<file path="src/rtl/lsu_pkg.sv">
// Shared encodings for the load/store unit: access sizes, FSM states, datapath width.
`timescale 1ns/1ps
package lsu_pkg;
   localparam int WORD_W = 32;

   localparam logic [1:0] SZ_BYTE = 2'd0;
   localparam logic [1:0] SZ_HALF = 2'd1;
   localparam logic [1:0] SZ_WORD = 2'd2;

   typedef enum logic [2:0] {
      ST_IDLE = 3'd0,
      ST_RD   = 3'd1,
      ST_CAP  = 3'd2,
      ST_WR   = 3'd3,
      ST_RSP  = 3'd4
   } lsu_state_e;
endpackage

</file>
<file path="src/rtl/lsu_lane.sv">
// Byte-lane steering: extract/extend for loads, read-modify-write merge for stores.
`timescale 1ns/1ps
module lsu_lane
   import lsu_pkg::*;
(
   input  logic [1:0]        size,
   input  logic [1:0]        off,
   input  logic              sgn,
   input  logic [WORD_W-1:0] rdata,
   input  logic [WORD_W-1:0] wdata,
   output logic [WORD_W-1:0] load_data,
   output logic [WORD_W-1:0] merge_data
);
   logic [7:0]  byte_s;
   logic [15:0] half_s;

   // Select the addressed byte and half from the fetched word.
   always_comb begin
      case (off)
         2'd0:    byte_s = rdata[7:0];
         2'd1:    byte_s = rdata[15:8];
         2'd2:    byte_s = rdata[23:16];
         default: byte_s = rdata[31:24];
      endcase
      if (off[1]) begin
         half_s = rdata[31:16];
      end else begin
         half_s = rdata[15:0];
      end
   end

   // Right-align and extend the selected lanes.
   always_comb begin
      case (size)
         SZ_BYTE: load_data = {{24{sgn & byte_s[7]}}, byte_s};
         SZ_HALF: load_data = {{16{sgn & half_s[15]}}, half_s};
         default: load_data = rdata;
      endcase
   end

   // Replace only the addressed lanes; the rest keep the fetched value.
   always_comb begin
      merge_data = rdata;
      case (size)
         SZ_BYTE: begin
            case (off)
               2'd0:    merge_data[7:0]   = wdata[7:0];
               2'd1:    merge_data[15:8]  = wdata[7:0];
               2'd2:    merge_data[23:16] = wdata[7:0];
               default: merge_data[31:24] = wdata[7:0];
            endcase
         end
         SZ_HALF: begin
            if (off[1]) begin
               merge_data[31:16] = wdata[15:0];
            end else begin
               merge_data[15:0]  = wdata[15:0];
            end
         end
         default: merge_data = wdata;
      endcase
   end
endmodule

</file>
<file path="src/rtl/load_store_unit.sv">
// Word-port load/store unit with sub-word extract and RMW merge.
// Optional: define LSU_MISALIGN_TRAP_EN to report misaligned half/word accesses as errors.
`timescale 1ns/1ps
module load_store_unit
   import lsu_pkg::*;
#(
   parameter int MEM_AW = 8
) (
   input  logic              clk,
   input  logic              rst,
   input  logic              req_valid,
   output logic              req_ready,
   input  logic              req_we,
   input  logic [1:0]        req_size,
   input  logic              req_signed,
   input  logic [31:0]       req_addr,
   input  logic [31:0]       req_wdata,
   output logic              rsp_valid,
   input  logic              rsp_ready,
   output logic [31:0]       rsp_rdata,
   output logic              rsp_err,
   output logic [MEM_AW-1:0] mem_addr,
   input  logic [31:0]       mem_rdata,
   output logic [MEM_AW-1:0] mem_waddr,
   output logic [31:0]       mem_wdata,
   output logic              mem_we
);
`ifdef LSU_MISALIGN_TRAP_EN
   localparam logic TRAP_EN = 1'b1;
`else
   localparam logic TRAP_EN = 1'b0;
`endif

   lsu_state_e        state_q, state_d;
   logic              req_ready_q, req_ready_d, rsp_valid_q, rsp_valid_d;
   logic              rsp_err_q, rsp_err_d, mem_we_q, mem_we_d;
   logic [31:0]       rsp_rdata_q, rsp_rdata_d, mem_wdata_q, mem_wdata_d;
   logic [31:0]       wdata_q, wdata_d;
   logic [MEM_AW-1:0] mem_addr_q, mem_addr_d, mem_waddr_q, mem_waddr_d;
   logic [MEM_AW-1:0] widx_q, widx_d;
   logic              we_q, we_d, sgn_q, sgn_d;
   logic [1:0]        size_q, size_d, off_q, off_d;
   logic [1:0]        sz_n_s, off_n_s;
   logic              mis_s;
   logic [31:0]       load_data_s, merge_data_s;
   logic              addr_unused;

   assign addr_unused = ^req_addr[31:MEM_AW+2];

   lsu_lane u_lane (
      .size       (size_q),
      .off        (off_q),
      .sgn        (sgn_q),
      .rdata      (mem_rdata),
      .wdata      (wdata_q),
      .load_data  (load_data_s),
      .merge_data (merge_data_s)
   );

   // Normalise the incoming request: size 3 is a word; misaligned offsets round down.
   always_comb begin
      if (req_size == 2'd3) begin
         sz_n_s = SZ_WORD;
      end else begin
         sz_n_s = req_size;
      end
      case (sz_n_s)
         SZ_BYTE: begin
            mis_s   = 1'b0;
            off_n_s = req_addr[1:0];
         end
         SZ_HALF: begin
            mis_s   = req_addr[0];
            off_n_s = {req_addr[1], 1'b0};
         end
         default: begin
            mis_s   = (req_addr[1:0] != 2'b00);
            off_n_s = 2'b00;
         end
      endcase
   end

   // Next-state and next-output logic.
   always_comb begin
      state_d     = state_q;
      rsp_rdata_d = rsp_rdata_q;
      rsp_err_d   = rsp_err_q;
      mem_addr_d  = mem_addr_q;
      mem_waddr_d = mem_waddr_q;
      mem_wdata_d = mem_wdata_q;
      we_d        = we_q;
      sgn_d       = sgn_q;
      size_d      = size_q;
      off_d       = off_q;
      widx_d      = widx_q;
      wdata_d     = wdata_q;
      case (state_q)
         ST_IDLE: begin
            if (req_valid) begin
               we_d    = req_we;
               sgn_d   = req_signed;
               size_d  = sz_n_s;
               off_d   = off_n_s;
               widx_d  = req_addr[MEM_AW+1:2];
               wdata_d = req_wdata;
               if (TRAP_EN && mis_s) begin
                  state_d     = ST_RSP;
                  rsp_err_d   = 1'b1;
                  rsp_rdata_d = 32'h0000_0000;
               end else if (req_we && (sz_n_s == SZ_WORD)) begin
                  state_d     = ST_WR;
                  mem_waddr_d = req_addr[MEM_AW+1:2];
                  mem_wdata_d = req_wdata;
               end else begin
                  state_d    = ST_RD;
                  mem_addr_d = req_addr[MEM_AW+1:2];
               end
            end else begin
               state_d = ST_IDLE;
            end
         end
         ST_RD: state_d = ST_CAP;
         ST_CAP: begin
            if (we_q) begin
               state_d     = ST_WR;
               mem_waddr_d = widx_q;
               mem_wdata_d = merge_data_s;
            end else begin
               state_d     = ST_RSP;
               rsp_rdata_d = load_data_s;
               rsp_err_d   = 1'b0;
            end
         end
         ST_WR: begin
            state_d     = ST_RSP;
            rsp_rdata_d = 32'h0000_0000;
            rsp_err_d   = 1'b0;
         end
         ST_RSP: begin
            if (rsp_ready) begin
               state_d = ST_IDLE;
            end else begin
               state_d = ST_RSP;
            end
         end
         default: state_d = ST_IDLE;
      endcase
      req_ready_d = (state_d == ST_IDLE);
      rsp_valid_d = (state_d == ST_RSP);
      mem_we_d    = (state_d == ST_WR);
   end

   // State and output registers.
   always_ff @(posedge clk) begin
      if (rst) begin
         state_q     <= ST_IDLE;
         req_ready_q <= 1'b1;
         rsp_valid_q <= 1'b0;
         rsp_err_q   <= 1'b0;
         mem_we_q    <= 1'b0;
         rsp_rdata_q <= 32'h0000_0000;
         mem_wdata_q <= 32'h0000_0000;
         wdata_q     <= 32'h0000_0000;
         mem_addr_q  <= '0;
         mem_waddr_q <= '0;
         widx_q      <= '0;
         we_q        <= 1'b0;
         sgn_q       <= 1'b0;
         size_q      <= 2'b00;
         off_q       <= 2'b00;
      end else begin
         state_q     <= state_d;
         req_ready_q <= req_ready_d;
         rsp_valid_q <= rsp_valid_d;
         rsp_err_q   <= rsp_err_d;
         mem_we_q    <= mem_we_d;
         rsp_rdata_q <= rsp_rdata_d;
         mem_wdata_q <= mem_wdata_d;
         wdata_q     <= wdata_d;
         mem_addr_q  <= mem_addr_d;
         mem_waddr_q <= mem_waddr_d;
         widx_q      <= widx_d;
         we_q        <= we_d;
         sgn_q       <= sgn_d;
         size_q      <= size_d;
         off_q       <= off_d;
      end
   end

   assign req_ready = req_ready_q;
   assign rsp_valid = rsp_valid_q;
   assign rsp_rdata = rsp_rdata_q;
   assign rsp_err   = rsp_err_q;
   assign mem_addr  = mem_addr_q;
   assign mem_waddr = mem_waddr_q;
   assign mem_wdata = mem_wdata_q;
   // A reset landing on the WR cycle must suppress that write.
   assign mem_we    = mem_we_q & ~rst;
endmodule
</file>
<file path="config.mk">
export PLATFORM = sky130hd
export DESIGN_NAME = load_store_unit
export DESIGN_NICKNAME = d
export VERILOG_FILES = /design/src/rtl/lsu_pkg.sv /design/src/rtl/lsu_lane.sv /design/src/rtl/load_store_unit.sv
export SDC_FILE = /design/constraint.sdc
export NUM_CORES = 1
export LEC_CHECK = 0
export ABC_AREA = 1
export CORE_UTILIZATION = 59
export DETAILED_ROUTE_END_ITERATION = 7
export DONT_BUFFER_PORTS = 1
export HOLD_SLACK_MARGIN = 0.02
export PLACE_DENSITY = 0.83
export SETUP_SLACK_MARGIN = 0.2
export SLEW_MARGIN = 20
export SYNTH_ARGS = -nofsm -noshare
export SYNTH_HDL_FRONTEND = slang
export SYNTH_SLANG_ARGS = --single-unit
</file>
<file path="constraint.sdc">
create_clock -name clk -period 1.5 [get_ports clk]
set_input_delay 0.15 -clock clk [delete_from_list [all_inputs] [get_ports clk]]
set_output_delay 0.15 -clock clk [all_outputs]
set_load 0.02 [all_outputs]
</file>
==> metrics.log, run 1 <==
[metrics] number of buffers inserted by port buffering: 0
[metrics] die height: between 100 and 150 microns
[metrics] number of enable flip-flop cells after synthesis: 0
[metrics] run-stopping error: [ERROR GRT-0232] Routing congestion too high. Check the congestion heatmap in the GUI.
[metrics] most numerous cell in the Yosys netlist: sky130_fd_sc_hd__nand2_1
[metrics] top flip-flop cell by instance count after synthesis: sky130_fd_sc_hd__dfxtp_1
[metrics] area fraction of the dominant cell type after synthesis: about two fifths
[metrics] Root Driver: sky130_fd_sc_hd__clkbuf_8
[metrics] die extent in x: roughly 110 microns
[metrics] starting density of the core: just over 60%
[metrics] clock buffer depth: 2
[metrics] Placement Rows: 37
[metrics] cell types occupying the most area after synthesis: sky130_fd_sc_hd__dfxtp_1 (41%), sky130_fd_sc_hd__nand2_1 (15%), sky130_fd_sc_hd__a21oi_1 (9.5%)
[metrics] worst endpoint from the post-global-route timing repair: mem_wdata[7]$_SDFFE_PP0P_/D
[metrics] async set-reset flop share out of synthesis: 0%
[metrics] top-level I/O count: between 150 and 200
[metrics] outcome: stopped before the end
[metrics] top cells by instance count after synthesis: sky130_fd_sc_hd__nand2_1 (254), sky130_fd_sc_hd__dfxtp_1 (132), sky130_fd_sc_hd__a21oi_1 (122)
[metrics] #FFs+latches synth: 132
[metrics] total standard cell area after synthesis: 6420 sq um
[metrics] weighted congestion at the end of routability-driven global placement: about 0.96
[metrics] stage where the run ended: 5_1_grt
[metrics] Distinct cells, synth: 28
[metrics] HPWL after detailed placement: approximately 14000 microns
[metrics] count of clock tree sinks: 132
[metrics] H-tree levels: 4
[metrics] kind of endpoint with the least setup slack: sequential cell input
[metrics] largest net degree at the start of global routing: 53
[metrics] number of buffers created by CTS: 17
[metrics] library cell occupying the most area in the post-synthesis netlist: sky130_fd_sc_hd__dfxtp_1
[metrics] GRT Overall Usage: between 70 and 80%
[metrics] Post-Syn Nets: 1054
[metrics] Gate Count Post-Synth: 950
[metrics] remaining global-route overflow: 34
[metrics] fraction of the yosys area taken by sequential cells: around 40%
[metrics] Placed Cells: roughly 1.1k
[metrics] Warnings, synthesis: 0
[metrics] syn avg cell area: roughly 6.8 sq um
[per-stage QoR]
stage          instance area [sq um]  util [%]  setup TNS, ns  worst slack [ns]  hold WS (ns)
2_1_floorplan                   6420         -              0             0.197         0.293
3_3_place_gp                    6710      64.4              0            0.0188         0.223
3_5_place_dp                    6710      64.4        -0.0763           -0.0247         0.226
4_1_cts                         8620      82.7              0             0.101        -0.335
[metal layers]
layer  global-route usage, %  GRT overflow
met1                    71.6             0
met2                    92.0            21
met3                    51.3             0
met4                    72.2            13
met5                    17.6             0
[logic make-up after synthesis]
family / after synthesis / synth area share (%)
flops: 132 / 41.2
other cells: 1 / 0.0584
compound gates: 268 / 22.5
buf+inv: 124 / 8.76
simple gates: 425 / 27.5
[timing repair]
item | in CTS
setup buffers | 15
gates cloned | 10
resized for setup | 104
endpoints found under the setup margin | 129
hold endpoints to repair | 132
hold buffers | 67
pin swaps | 23
==> run 2: changes to the inputs <==
--- a/config.mk
+++ b/config.mk
@@ -6,12 +6,10 @@
 export NUM_CORES = 1
 export LEC_CHECK = 0
 export ABC_AREA = 1
-export CORE_UTILIZATION = 59
+export CORE_UTILIZATION = 40
 export DETAILED_ROUTE_END_ITERATION = 7
 export DONT_BUFFER_PORTS = 1
-export HOLD_SLACK_MARGIN = 0.02
-export PLACE_DENSITY = 0.83
-export SETUP_SLACK_MARGIN = 0.2
+export PLACE_DENSITY_LB_ADDON = 0.15
 export SLEW_MARGIN = 20
 export SYNTH_ARGS = -nofsm -noshare
 export SYNTH_HDL_FRONTEND = slang
==> run 2 against run 1 <==
- the flow now finishes without violations
- synthesized cell count unchanged
- synthesized area did not move
==> metrics.log, run 2 <==
[metrics] weighted congestion at the end of routability-driven global placement: 0.924 (-3.4%)
[metrics] DR vias: approximately 6.6k
[metrics] crit path max-delay cell type: sky130_fd_sc_hd__dfxtp_2
[metrics] number of buffers created by CTS: 17 (unchanged)
[metrics] highest attainable clock frequency: 689 MHz
[metrics] CP arrival: between 1.5 and 2 ns
[metrics] final-report max-slew violation count: 0
[metrics] Root Driver: sky130_fd_sc_hd__clkbuf_16
[metrics] max-capacitance violation count: 0
[metrics] Leakage Power: between 3 and 4 nW
[metrics] most numerous cell in the Yosys netlist: sky130_fd_sc_hd__nand2_1
[metrics] family with the most delay on the worst path: simple AND/OR/NAND/NOR gates
[metrics] Distinct cells, synth: 28 (unchanged)
[metrics] area fraction of the dominant cell type after synthesis: 41.2% (unchanged)
[metrics] number of buffers inserted by port buffering: 0 (unchanged)
[metrics] flip-flop and latch area: about 2700 sq um
[metrics] top-level I/O count: 188 (unchanged)
[metrics] Fillers: about 1.6k
[metrics] Post-Syn Nets: 1054 (unchanged)
[metrics] area inside the core boundary: around 15000 sq um
[metrics] hold path endpoint: rsp_rdata[19]
[metrics] worst min-delay path category: in -> reg
[metrics] Register-to-Register Setup Slack: around 0.05 ns
[metrics] clock edge transition at the registers on the reported setup and hold paths: 0.06 ns
[metrics] critical path's most frequent cell: sky130_fd_sc_hd__nand2_4
[metrics] clock buffer depth: 2 (unchanged)
[metrics] FF-to-FF End: mem_waddr[7]
[metrics] final setup violation count: 0
[metrics] CP required: ~1.8 ns
[metrics] library cell occupying the most area in the post-synthesis netlist: sky130_fd_sc_hd__dfxtp_1
[metrics] source of the worst register-to-register timing path: state_q[1]
[metrics] Post-Layout Inst Area: 8070 sq um
[metrics] crit start category: flop
[metrics] top flip-flop cell by instance count after synthesis: sky130_fd_sc_hd__dfxtp_1
[metrics] Setup crit end kind: flop
[metrics] H-tree levels: 4 (unchanged)
[metrics] number of cells traversed by the worst register-to-register path: 8
[metrics] total standard cell area after synthesis: 6420 sq um (unchanged)
[metrics] remaining global-route overflow: 0
[metrics] number of vias per cell: between 5 and 6
[metrics] most common cell after layout, fill and taps aside: sky130_fd_sc_hd__nand2_1
[metrics] global-route wire length before repair: ~34000 microns
[metrics] number of antenna cells inserted: 0
[metrics] top cells by instance count after synthesis: sky130_fd_sc_hd__nand2_1 (254), sky130_fd_sc_hd__dfxtp_1 (132), sky130_fd_sc_hd__a21oi_1 (122)
[metrics] worst setup path class: reg -> reg
[metrics] Crit path buffers/inverters: 3
[metrics] Gate Count Post-Synth: 950 (unchanged)
[metrics] Placement Rows: 45 (+22%)
[metrics] CTS tree: yes
[metrics] total placed instance area: 6750 sq um (+0.54%)
[metrics] average wire per cell in the routed design: around 18 microns
[metrics] remaining antenna violation count: 0
[metrics] fraction of the yosys area taken by sequential cells: 41.2% (unchanged)
[metrics] initial antenna violation count: 0
[metrics] die extent in x: 129 microns (+21%)
[metrics] area fraction in compound gates after synthesis: 22.5% (unchanged)
[metrics] share of cells above drive strength 1: around 11%
[metrics] biggest fanout along the worst timing path: 31
[metrics] proportion of synthesized area in mux cells: 0% (unchanged)
[metrics] outcome: finished clean
[metrics] RSZ-0062 raised after global routing: false
[metrics] stage delay of the slowest cell on the critical path: 0.37 ns
[metrics] via count of the first global-routing pass: between 6k and 7k
[metrics] Post-route DRC: 0
[metrics] total detailed-routing wirelength: ~22000 microns
[metrics] Pwr Total: approximately 10 mW
[metrics] period utilisation layout: a little over nine tenths
[metrics] power density over cell area: 1300 nW/um^2
[metrics] number of detailed-routing iterations run before antenna repair: 6
[metrics] cell types occupying the most area after synthesis: sky130_fd_sc_hd__dfxtp_1 (41%), sky130_fd_sc_hd__nand2_1 (15%), sky130_fd_sc_hd__a21oi_1 (9.5%)
[metrics] XOR/XNOR Fraction of Synth Area: 0% (unchanged)
[metrics] start point of the worst min-delay path: mem_rdata[19]
[metrics] Worst Hold Depth: 4
[metrics] nets@finish: approximately 1.1k
[metrics] starting density of the core: 41.6% (-20 points)
[metrics] most used cells in the layout excluding fill and tap cells: sky130_fd_sc_hd__nand2_1 (252), sky130_fd_sc_hd__dfxtp_1 (128), sky130_fd_sc_hd__a21oi_1 (122), sky130_fd_sc_hd__o21ai_0 (103), sky130_fd_sc_hd__nor2_1 (94)
[metrics] Clock Latency Late Sink: roughly 0.43 ns
[metrics] largest net degree at the start of global routing: 58
[metrics] worst clock skew: between 0.01 and 0.015 ns
[metrics] die height: 129 microns (+21%)
[metrics] post-synthesis share of cell area spent on full adders, half adders and majority gates: 0% (unchanged)
[metrics] GRT Overall Usage: 26.8%
[metrics] Warnings, synthesis: 0 (unchanged)
[metrics] worst path cell trace: inv_2, nor3_4, buf_4, nand2_4, nand2_4, buf_12, nand3_1, o211a_1
[metrics] async set-reset flop share out of synthesis: 0% (unchanged)
[metrics] die area: 16600 sq um
[metrics] #FFs+latches synth: 132 (unchanged)
[metrics] Synth-to-Final Area Change: 25.8%
[metrics] syn avg cell area: 6.75 sq um (unchanged)
[metrics] Multi-input gate area: ~3300 sq um
[metrics] count of clock tree sinks: 132 (unchanged)
[metrics] final-report hold violation count: 0
[metrics] number of enable flip-flop cells after synthesis: 0 (unchanged)
[metrics] final critical path time including I/O delays and setup: roughly 1.5 ns
[metrics] combinational family with the most area after synthesis: simple AND/OR/NAND/NOR gates
[metrics] first-iteration detailed-routing DRC count: about 540
[metrics] HPWL after detailed placement: 15500 microns (+13%)
[metrics] synthesized-area fraction occupied by and/or/nand/nor cells: 27.5% (unchanged)
[metrics] maximum resistive drop on vdd: 0.855 mV
==> run 2: report_power, final <==
| part | total [mW] | internal, mW | switching (mW) |
|---|---|---|---|
| combinational | 1.84 | 0.706 | 1.14 |
| sequential | 4.19 | 3.80 | 0.383 |
| clock | 4.45 | 2.66 | 1.79 |
| total | 10.5 | 7.17 | 3.30 |
==> run 2: worst min-delay path: stages <==
cell                      delay [ns]
sky130_fd_sc_hd__nor2_1         0.08
sky130_fd_sc_hd__nor2_1         0.05
sky130_fd_sc_hd__nand2_1        0.06
sky130_fd_sc_hd__a21oi_1        0.05
==> run 2: timing repair <==
item / in CTS / in global routing
hold buffers: 58 / 0
cloned: 0 / 2
setup endpoints to repair: 38 / 77
pin swaps: 1 / 1
resized for setup: 3 / 19
buffers inserted: 2 / 0
endpoints found under the hold margin: 128 / 0
==> run 2: per-stage QoR <==
stage | TNS, ns | util (%) | hold WS, ns | worst slack [ns] | std cells
final | 0 | 52.3 | 0.0118 | 0.0494 | 1234
after global routing | 0 | 52.3 | 0.0195 | 0.00204 | 1234
after CTS | 0 | 51.8 | 0.00436 | 0.0158 | 1232
after detailed placement | -0.418 | 43.7 | 0.227 | -0.0578 | 1140
after global placement | -0.307 | 43.7 | 0.226 | -0.0523 | 1140
after floorplan | 0 | - | 0.293 | 0.197 | 950
==> run 2: logic make-up after synthesis <==
group	count (synthesis)
buffers and inverters	124
other	1
AOI/OAI and AO/OA	268
and+or+nand+nor	425
DFF	132
==> run 2: worst max-delay path by stage <==
| stage | from | endpoint | slack (ns) | cells past startpoint |
|---|---|---|---|---|
| finish | state_q[1] | mem_waddr[7] | 0.05 | 8 |
| global route | off_q[1] | mem_wdata[10] | 0.002 | 7 |
| CTS | off_q[0] | mem_wdata[22] | 0.02 | 8 |
| detailed placement | off_q[1] | mem_wdata[18] | -0.06 | 6 |
| global placement | off_q[1] | mem_wdata[23] | -0.05 | 6 |
| floorplan | state_q[0] | mem_wdata[27] | 0.20 | 7 |
==> run 2: layout make-up <==
class,count,area share (%)
clock inverters,15,2.39
well taps,211,3.27
repair buffers,102,12.9
multi-input cells,695,40.4
flip-flops and latches,132,32.8
inverters,62,2.93
clock buffers,17,5.27
==> run 2: layer usage <==
| metal | vias to the layer above | track usage (%) | wire (microns) |
|---|---|---|---|
| met5 | - | 0 | 0 |
| met2 | 289 | 41.0 | 9780 |
| met1 | 3010 | 36.2 | 9800 |
| li1 | 3245 | - | - |
| met4 | 0 | 9.97 | 520 |
| met3 | 35 | 6.82 | 2010 |
No activity file was read; power rests on OpenSTA's default activity.
==> run 3: changes to the inputs <==
--- a/config.mk
+++ b/config.mk
@@ -6,7 +6,7 @@
 export NUM_CORES = 1
 export LEC_CHECK = 0
 export ABC_AREA = 1
-export CORE_UTILIZATION = 40
+export CORE_UTILIZATION = 35
 export DETAILED_ROUTE_END_ITERATION = 7
 export DONT_BUFFER_PORTS = 1
 export PLACE_DENSITY_LB_ADDON = 0.15
==> run 3 against run 2 <==
- clock skew is 0.0026 ns lower
- power fell by 1.9%
- global-route usage down 3.0 points
- sequential power is essentially flat
- core utilization fell by 6.0 points
- worst setup slack got worse by 0.0029 ns
- largest cell class unchanged
==> metrics.log, run 3 (synthesis results as in run 2) <==
[metrics] outcome: finished clean
[metrics] max-capacitance violation count: 0 (unchanged)
[metrics] Switching Fraction: 33.6% (+2.1 points)
[metrics] met2 Track Usage GR: 36.3% (-4.7 points)
[metrics] CP required: 1.84 ns (about the same)
[metrics] capture point of the critical path: mem_wdata[27]
[metrics] Root Driver: sky130_fd_sc_hd__clkbuf_16
[metrics] number of vias per cell: 5.15 (-3.3%)
[metrics] Worst Hold Depth: 2 (-2)
[metrics] share of cells above drive strength 1: 13.3% (+2.4 points)
[metrics] source of the worst register-to-register timing path: state_q[1]
[metrics] launch point of the critical path: state_q[1]
[metrics] FF-to-FF End: mem_wdata[27]
[metrics] Placement Rows: 49 (+8.9%)
[metrics] period utilisation layout: 96.9% (+0.19 points)
[metrics] area inside the core boundary: 18000 sq um (+16%)
[metrics] number of detailed-routing iterations run before antenna repair: 6 (unchanged)
[metrics] CP arrival: 1.80 ns (+0.02 ns)
[metrics] top-level I/O count: 188 (unchanged)
[metrics] number of cells traversed by the worst register-to-register path: 9 (+1)
[metrics] fraction of power consumed by the clock network: 39.9% (-2.6 points)
[metrics] total detailed-routing wirelength: 22900 microns (+3.7%)
[metrics] global-route wire length before repair: 33600 microns (+0.14%)
[metrics] die height: 137 microns (+6.8%)
[metrics] Placed Cells: 1159 (+1.7%)
[metrics] most common cell after layout, fill and taps aside: sky130_fd_sc_hd__nand2_1
[metrics] worst min-delay path category: in -> reg
[metrics] die extent in x: 137 microns (+6.8%)
[metrics] Int Power: 6.82 mW (-4.9%)
[metrics] Post-route DRC: 0 (unchanged)
[metrics] initial antenna violation count: 0 (unchanged)
[metrics] maximum resistive drop on vdd: 0.838 mV (-2.0%)
[metrics] final-report max-slew violation count: 0 (unchanged)
[metrics] GR met3 Demand/Resource: 6.55% (-0.27 points)
[metrics] HPWL after detailed placement: 16000 microns (+3.0%)
[metrics] average wire per cell in the routed design: 18.2 microns (+1.4%)
[metrics] final-report hold violation count: 0 (unchanged)
[metrics] highest attainable clock frequency: 688 MHz (-0.20%)
[metrics] remaining global-route overflow: 0 (unchanged)
[metrics] number of buffers inserted by port buffering: 0 (unchanged)
[metrics] via count of the first global-routing pass: 5979 (-0.83%)
[metrics] most used cells in the layout excluding fill and tap cells: sky130_fd_sc_hd__nand2_1 (249), sky130_fd_sc_hd__dfxtp_1 (128), sky130_fd_sc_hd__a21oi_1 (113), sky130_fd_sc_hd__nor2_1 (93), sky130_fd_sc_hd__o21ai_0 (93)
[metrics] GRT Overall Usage: 23.8% (-3.0 points)
[metrics] count of clock tree sinks: 132 (unchanged)
[metrics] largest net degree at the start of global routing: 73 (+26%)
[metrics] worst clock skew: 0.00774 ns (-0.00257 ns)
[metrics] Setup crit end kind: flop
[metrics] clock edge transition at the registers on the reported setup and hold paths: 0.07 ns (about the same)
[metrics] H-tree levels: 4 (unchanged)
[metrics] Leakage Power: 3.53 nW (+2.3%)
[metrics] Synth-to-Final Area Change: 29.8%
[metrics] remaining antenna violation count: 0 (unchanged)
[metrics] die area: 18900 sq um (+14%)
[metrics] count of placed standard cells in the final layout, fillers left out: 1263 (+2.4%)
[metrics] met1 usage in global routing: 31.8% (-4.4 points)
[metrics] weighted congestion at the end of routability-driven global placement: 0.920 (-0.42%)
[metrics] worst setup path class: reg -> reg
[metrics] CTS tree: yes
[metrics] switching power total: 3.46 mW (+4.6%)
[metrics] power density over cell area: 1230 nW/um^2 (-4.9%)
[metrics] starting density of the core: 35.7% (-5.9 points)
[metrics] Register-to-Register Setup Slack: 0.05 ns (about the same)
[metrics] RSZ-0062 raised after global routing: true
[metrics] number of antenna cells inserted: 0 (unchanged)
[metrics] crit start category: flop
[metrics] first-iteration detailed-routing DRC count: 419 (-23%)
[metrics] Clock Latency Late Sink: 0.44 ns (about the same)
[metrics] clock buffer depth: 2 (unchanged)
[metrics] number of buffers created by CTS: 17 (unchanged)
[metrics] part of the power in registers: 40.8% (+0.8 points)
[metrics] biggest fanout along the worst timing path: 20 (-35%)
[metrics] final setup violation count: 0 (unchanged)
[metrics] DR vias: 6510 (-1.0%)
[metrics] nets@finish: 1125 (+0.99%)
[metrics] combinational power share: 19.3% (+1.7 points)
[metrics] final critical path time including I/O delays and setup: 1.45 ns (+0.00286 ns)
[metrics] Top Usage Layer GRT: met2
[metrics] Pwr Total: 10.3 mW (-1.9%)
==> run 3: cell count changes in the layout (fill, tap and decap cells not counted), moves of 3 or more <==
cell | before | now
sky130_fd_sc_hd__a21oi_1 | 122 | 113
sky130_fd_sc_hd__bufinv_16 | 3 | 0
sky130_fd_sc_hd__nand2_1 | 252 | 249
sky130_fd_sc_hd__nor2_2 | 4 | 7
sky130_fd_sc_hd__buf_12 | 8 | 14
sky130_fd_sc_hd__a21oi_2 | 0 | 9
sky130_fd_sc_hd__inv_8 | 1 | 6
sky130_fd_sc_hd__clkbuf_16 | 18 | 21
sky130_fd_sc_hd__o21ai_1 | 10 | 20
sky130_fd_sc_hd__o21ai_0 | 103 | 93
==> run 3: worst min path at each step <==
stage,slack (ns),to,start
2_1_floorplan,0.29,off_q[1],req_addr[1]
3_3_place_gp,0.23,rsp_rdata[16],rst
3_5_place_dp,0.23,rsp_rdata[16],rst
4_1_cts,0.001,rsp_rdata[12],mem_rdata[12]
5_1_grt,0.02,rsp_rdata[17],mem_rdata[17]
6_report,0.007,mem_wdata[0],mem_rdata[0]
==> run 3: critical path, stage by stage (launching register included) <==
cell                      delay (ns)
sky130_fd_sc_hd__dfxtp_2        0.36
sky130_fd_sc_hd__inv_2          0.06
sky130_fd_sc_hd__nor3_4         0.27
sky130_fd_sc_hd__buf_6          0.15
sky130_fd_sc_hd__nand2_4        0.05
sky130_fd_sc_hd__nand2_4        0.10
sky130_fd_sc_hd__buf_12         0.16
sky130_fd_sc_hd__nand3_1        0.10
sky130_fd_sc_hd__nand2_1        0.07
sky130_fd_sc_hd__inv_1          0.03
==> run 3: area by class of cell <==
type	instances	area, sq um
fill	1868	9640
multi-input combinational	696	3320
sequential	132	2650
timing repair buffer	112	1250
clock buffer	17	425
tap	229	287
inverter	62	241
clock inverter	15	154
==> run 3: routing by layer <==
layer / up-vias / share of wire, %
met5: - / 0
met4: 0 / 1.6
met3: 28 / 7.8
met2: 212 / 45
met1: 2993 / 45
li1: 3277 / -
==> run 3: timing repair <==
item / 4_1_cts / 5_1_grt
gates cloned: 0 / 7
hold endpoints to repair: 131 / 0
setup buffers: 0 / 5
gates resized for setup: 2 / 50
endpoints found under the setup margin: 2 / 64
pin swaps: 0 / 10
hold buffers: 60 / 0
==> run 3: power by group through the flow <==
stage	clock network, mW	registers (mW)	logic (mW)
floorplan	0	4.18	1.17
global placement	0	4.26	1.62
detailed placement	0	4.26	1.63
CTS	4.18	4.18	1.82
global route	4.31	4.23	2.20
finish	4.10	4.19	1.98
==> run 3: stage by stage <==
| step | worst slack, ns | area, sq um | util [%] | setup TNS, ns | hold WS [ns] |
|---|---|---|---|---|---|
| 6_report | 0.0465 | 8330 | 46.4 | 0 | 0.00717 |
| 5_1_grt | -0.0372 | 8330 | 46.4 | -0.344 | 0.0171 |
| 3_3_place_gp | 0.0380 | 6840 | 38.1 | 0 | 0.228 |
| 3_5_place_dp | 0.0160 | 6840 | 38.1 | 0 | 0.229 |
| 4_1_cts | 0.0000858 | 8040 | 44.8 | 0 | 0.00125 |
| 2_1_floorplan | 0.197 | 6420 | - | 0 | 0.293 |
==> run 4: changes to the inputs <==
--- a/config.mk
+++ b/config.mk
@@ -9,7 +9,8 @@
 export CORE_UTILIZATION = 35
 export DETAILED_ROUTE_END_ITERATION = 7
 export DONT_BUFFER_PORTS = 1
-export PLACE_DENSITY_LB_ADDON = 0.15
+export HOLD_SLACK_MARGIN = 0.05
+export PLACE_DENSITY_LB_ADDON = 0.2
 export SLEW_MARGIN = 20
 export SYNTH_ARGS = -nofsm -noshare
 export SYNTH_HDL_FRONTEND = slang
==> run 4 against run 3 <==
- worst hold slack improved by 0.044 ns
- combinational power barely moved
- wire length decreased by 0.92%
- critical path type unchanged
- core utilization is 0.13 points higher
- die area is the same
- critical endpoint is now mem_waddr[0]
- final area rose by 0.27%
- via count up 3.2%
- critical path depth decreased by 3
- register-to-register slack improved by 0.03 ns
- power up 1.3%
- final cell count rose by 1.1%
==> metrics.log, run 4 (synthesis results as in run 2) <==
[metrics] outcome: finished clean
[metrics] highest attainable clock frequency: 702 MHz (+2.0%)
[metrics] nets@finish: 1138 (+1.2%)
[metrics] global-route wire length before repair: 34500 microns (+2.6%)
[metrics] crit path max-delay cell type: sky130_fd_sc_hd__dfxtp_1
[metrics] period utilisation layout: 95.0% (-1.9 points)
[metrics] Root Driver: sky130_fd_sc_hd__clkbuf_16
[metrics] initial antenna violation count: 1 (+1)
[metrics] first-iteration detailed-routing DRC count: 453 (+8.1%)
[metrics] fraction of power consumed by the clock network: 41.1% (+1.2 points)
[metrics] CP arrival: 1.75 ns (-0.05 ns)
[metrics] die area: 18900 sq um (unchanged)
[metrics] count of clock tree sinks: 132 (unchanged)
[metrics] share of cells above drive strength 1: 11.7% (-1.7 points)
[metrics] worst setup path class: reg -> reg
[metrics] CTS tree: yes
[metrics] clock buffer depth: 2 (unchanged)
[metrics] final-report hold violation count: 0 (unchanged)
[metrics] H-tree levels: 4 (unchanged)
[metrics] Int Power: 6.97 mW (+2.3%)
[metrics] weighted congestion at the end of routability-driven global placement: 0.957 (+4.0%)
[metrics] total detailed-routing wirelength: 22700 microns (-0.92%)
[metrics] top-level I/O count: 188 (unchanged)
[metrics] CP required: 1.83 ns (about the same)
[metrics] die height: 137 microns (unchanged)
[metrics] remaining antenna violation count: 0 (unchanged)
[metrics] starting density of the core: 35.7% (unchanged)
[metrics] number of buffers created by CTS: 17 (unchanged)
[metrics] HPWL after detailed placement: 16200 microns (+1.4%)
[metrics] worst min-delay path category: in -> reg
[metrics] Pwr Total: 10.4 mW (+1.3%)
[metrics] die extent in x: 137 microns (unchanged)
[metrics] biggest fanout along the worst timing path: 30 (+50%)
[metrics] Synth-to-Final Area Change: 30.1%
[metrics] GR met3 Demand/Resource: 6.99% (+0.44 points)
[metrics] via count of the first global-routing pass: 6246 (+4.5%)
[metrics] DR vias: 6720 (+3.2%)
[metrics] max-capacitance violation count: 0 (unchanged)
[metrics] Worst Hold Depth: 4 (+2)
[metrics] final-report max-slew violation count: 0 (unchanged)
[metrics] average wire per cell in the routed design: 17.8 microns (-2.0%)
[metrics] Clock Latency Late Sink: 0.43 ns (about the same)
[metrics] most used cells in the layout excluding fill and tap cells: sky130_fd_sc_hd__nand2_1 (250), sky130_fd_sc_hd__dfxtp_1 (128), sky130_fd_sc_hd__a21oi_1 (122), sky130_fd_sc_hd__o21ai_0 (104), sky130_fd_sc_hd__nor2_1 (93)
[metrics] power density over cell area: 1250 nW/um^2 (+1.1%)
[metrics] Setup crit end kind: flop
[metrics] Leakage Power: 3.57 nW (+0.94%)
[metrics] worst clock skew: 0.0100 ns (+0.00229 ns)
[metrics] end-of-flow core utilization: 46.5% (+0.13 points)
[metrics] largest net degree at the start of global routing: 52 (-29%)
[metrics] most common cell after layout, fill and taps aside: sky130_fd_sc_hd__nand2_1
[metrics] Post-route DRC: 0 (unchanged)
[metrics] Top Usage Layer GRT: met2
[metrics] crit start category: flop
[metrics] area inside the core boundary: 18000 sq um (unchanged)
[metrics] number of cells traversed by the worst register-to-register path: 6 (-3)
[metrics] number of vias per cell: 5.26 (+2.1%)
[metrics] Switching Fraction: 33.0% (-0.61 points)
[metrics] GRT Overall Usage: 24.3% (+0.49 points)
[metrics] remaining global-route overflow: 0 (unchanged)
[metrics] clock edge transition at the registers on the reported setup and hold paths: 0.07 ns (about the same)
[metrics] number of buffers inserted by port buffering: 0 (unchanged)
[metrics] combinational power share: 18.8% (-0.5 points)
[metrics] stage delay of the slowest cell on the critical path: 0.35 ns (about the same)
[metrics] number of detailed-routing iterations run before antenna repair: 7 (+1)
[metrics] part of the power in registers: 40.1% (-0.7 points)
[metrics] final setup violation count: 0 (unchanged)
[metrics] maximum resistive drop on vdd: 0.776 mV (-7.4%)
[metrics] RSZ-0062 raised after global routing: true
[metrics] switching power total: 3.44 mW (-0.51%)
[metrics] met1 usage in global routing: 32.9% (+1.1 points)
[metrics] final critical path time including I/O delays and setup: 1.42 ns (-0.0292 ns)
[metrics] Placement Rows: 49 (unchanged)
[metrics] met2 Track Usage GR: 36.1% (-0.22 points)
[metrics] worst path cell trace: nor2_2, nand3_2, nand2_4, buf_12, nand3_1, o211a_1
## run 4: changes by cell type in the layout (fill, tap and decap cells not counted), moves of 4 or more
cell / previous run / this run
sky130_fd_sc_hd__dlygate4sd3_1: 59 / 73
sky130_fd_sc_hd__buf_4: 31 / 35
sky130_fd_sc_hd__a21oi_2: 9 / 0
sky130_fd_sc_hd__o21ai_1: 20 / 8
sky130_fd_sc_hd__clkbuf_16: 21 / 17
sky130_fd_sc_hd__a21oi_1: 113 / 122
sky130_fd_sc_hd__o21ai_0: 93 / 104
## run 4: metal layers
layer	wire [microns]	up-vias
met3	2170	37
met4	535	0
li1	-	3302
met5	0	-
met2	9900	272
met1	10100	3109
## run 4: power by group through the flow
| stage | combinational, mW | sequential, mW | clock, mW |
|---|---|---|---|
| after floorplan | 1.17 | 4.18 | 0 |
| after global placement | 1.63 | 4.25 | 0 |
| after detailed placement | 1.64 | 4.25 | 0 |
| after CTS | 1.88 | 4.18 | 4.36 |
| after global routing | 2.17 | 4.22 | 4.51 |
| final | 1.95 | 4.18 | 4.28 |
## run 4: critical path, delay by kind of cell (launching register included)
| kind | cells | cell delay (ns) |
|---|---|---|
| compound gates | 1 | 0.13 |
| buf+inv | 1 | 0.18 |
| flops | 1 | 0.35 |
| simple gates | 4 | 0.65 |
## run 4: per-stage QoR
| stage | hold slack (ns) | instance area [sq um] | worst slack (ns) | setup TNS [ns] | std cells |
|---|---|---|---|---|---|
| 6_report | 0.0508 | 8350 | 0.0757 | 0 | 1277 |
| 5_1_grt | 0.0713 | 8350 | -0.0221 | -0.0719 | 1277 |
| 4_1_cts | 0.0508 | 8220 | 0.0107 | 0 | 1271 |
| 3_5_place_dp | 0.227 | 6860 | 0.0171 | 0 | 1165 |
| 3_3_place_gp | 0.226 | 6860 | 0.0456 | 0 | 1165 |
| 2_1_floorplan | 0.293 | 6420 | 0.197 | 0 | 950 |
## run 4: repair_timing
item,CTS,global route
hold buffers,74,0
buffers inserted,0,3
endpoints found under the setup margin,0,63
endpoints found under the hold margin,131,0
gates resized for setup,0,27
## run 4: final cells by class
cell class,count,area (sq um)
repair buffers,125,1280
fillers,1912,9610
inverters,62,235
well taps,229,287
flip-flops and latches,132,2650
diodes,1,2.50
clock inverters,15,183
multi-input cells,696,3290
clock buffers,17,425
## run 4: worst paths after layout
check	start	endpoint	slack, ns
worst min register to register	wdata_q[13]	wdata_q[13]	0.48
worst min-delay path	mem_rdata[18]	mem_wdata[18]	0.05
worst max-delay path	state_q[0]	mem_waddr[0]	0.08
worst max register to register	state_q[0]	mem_waddr[0]	0.08
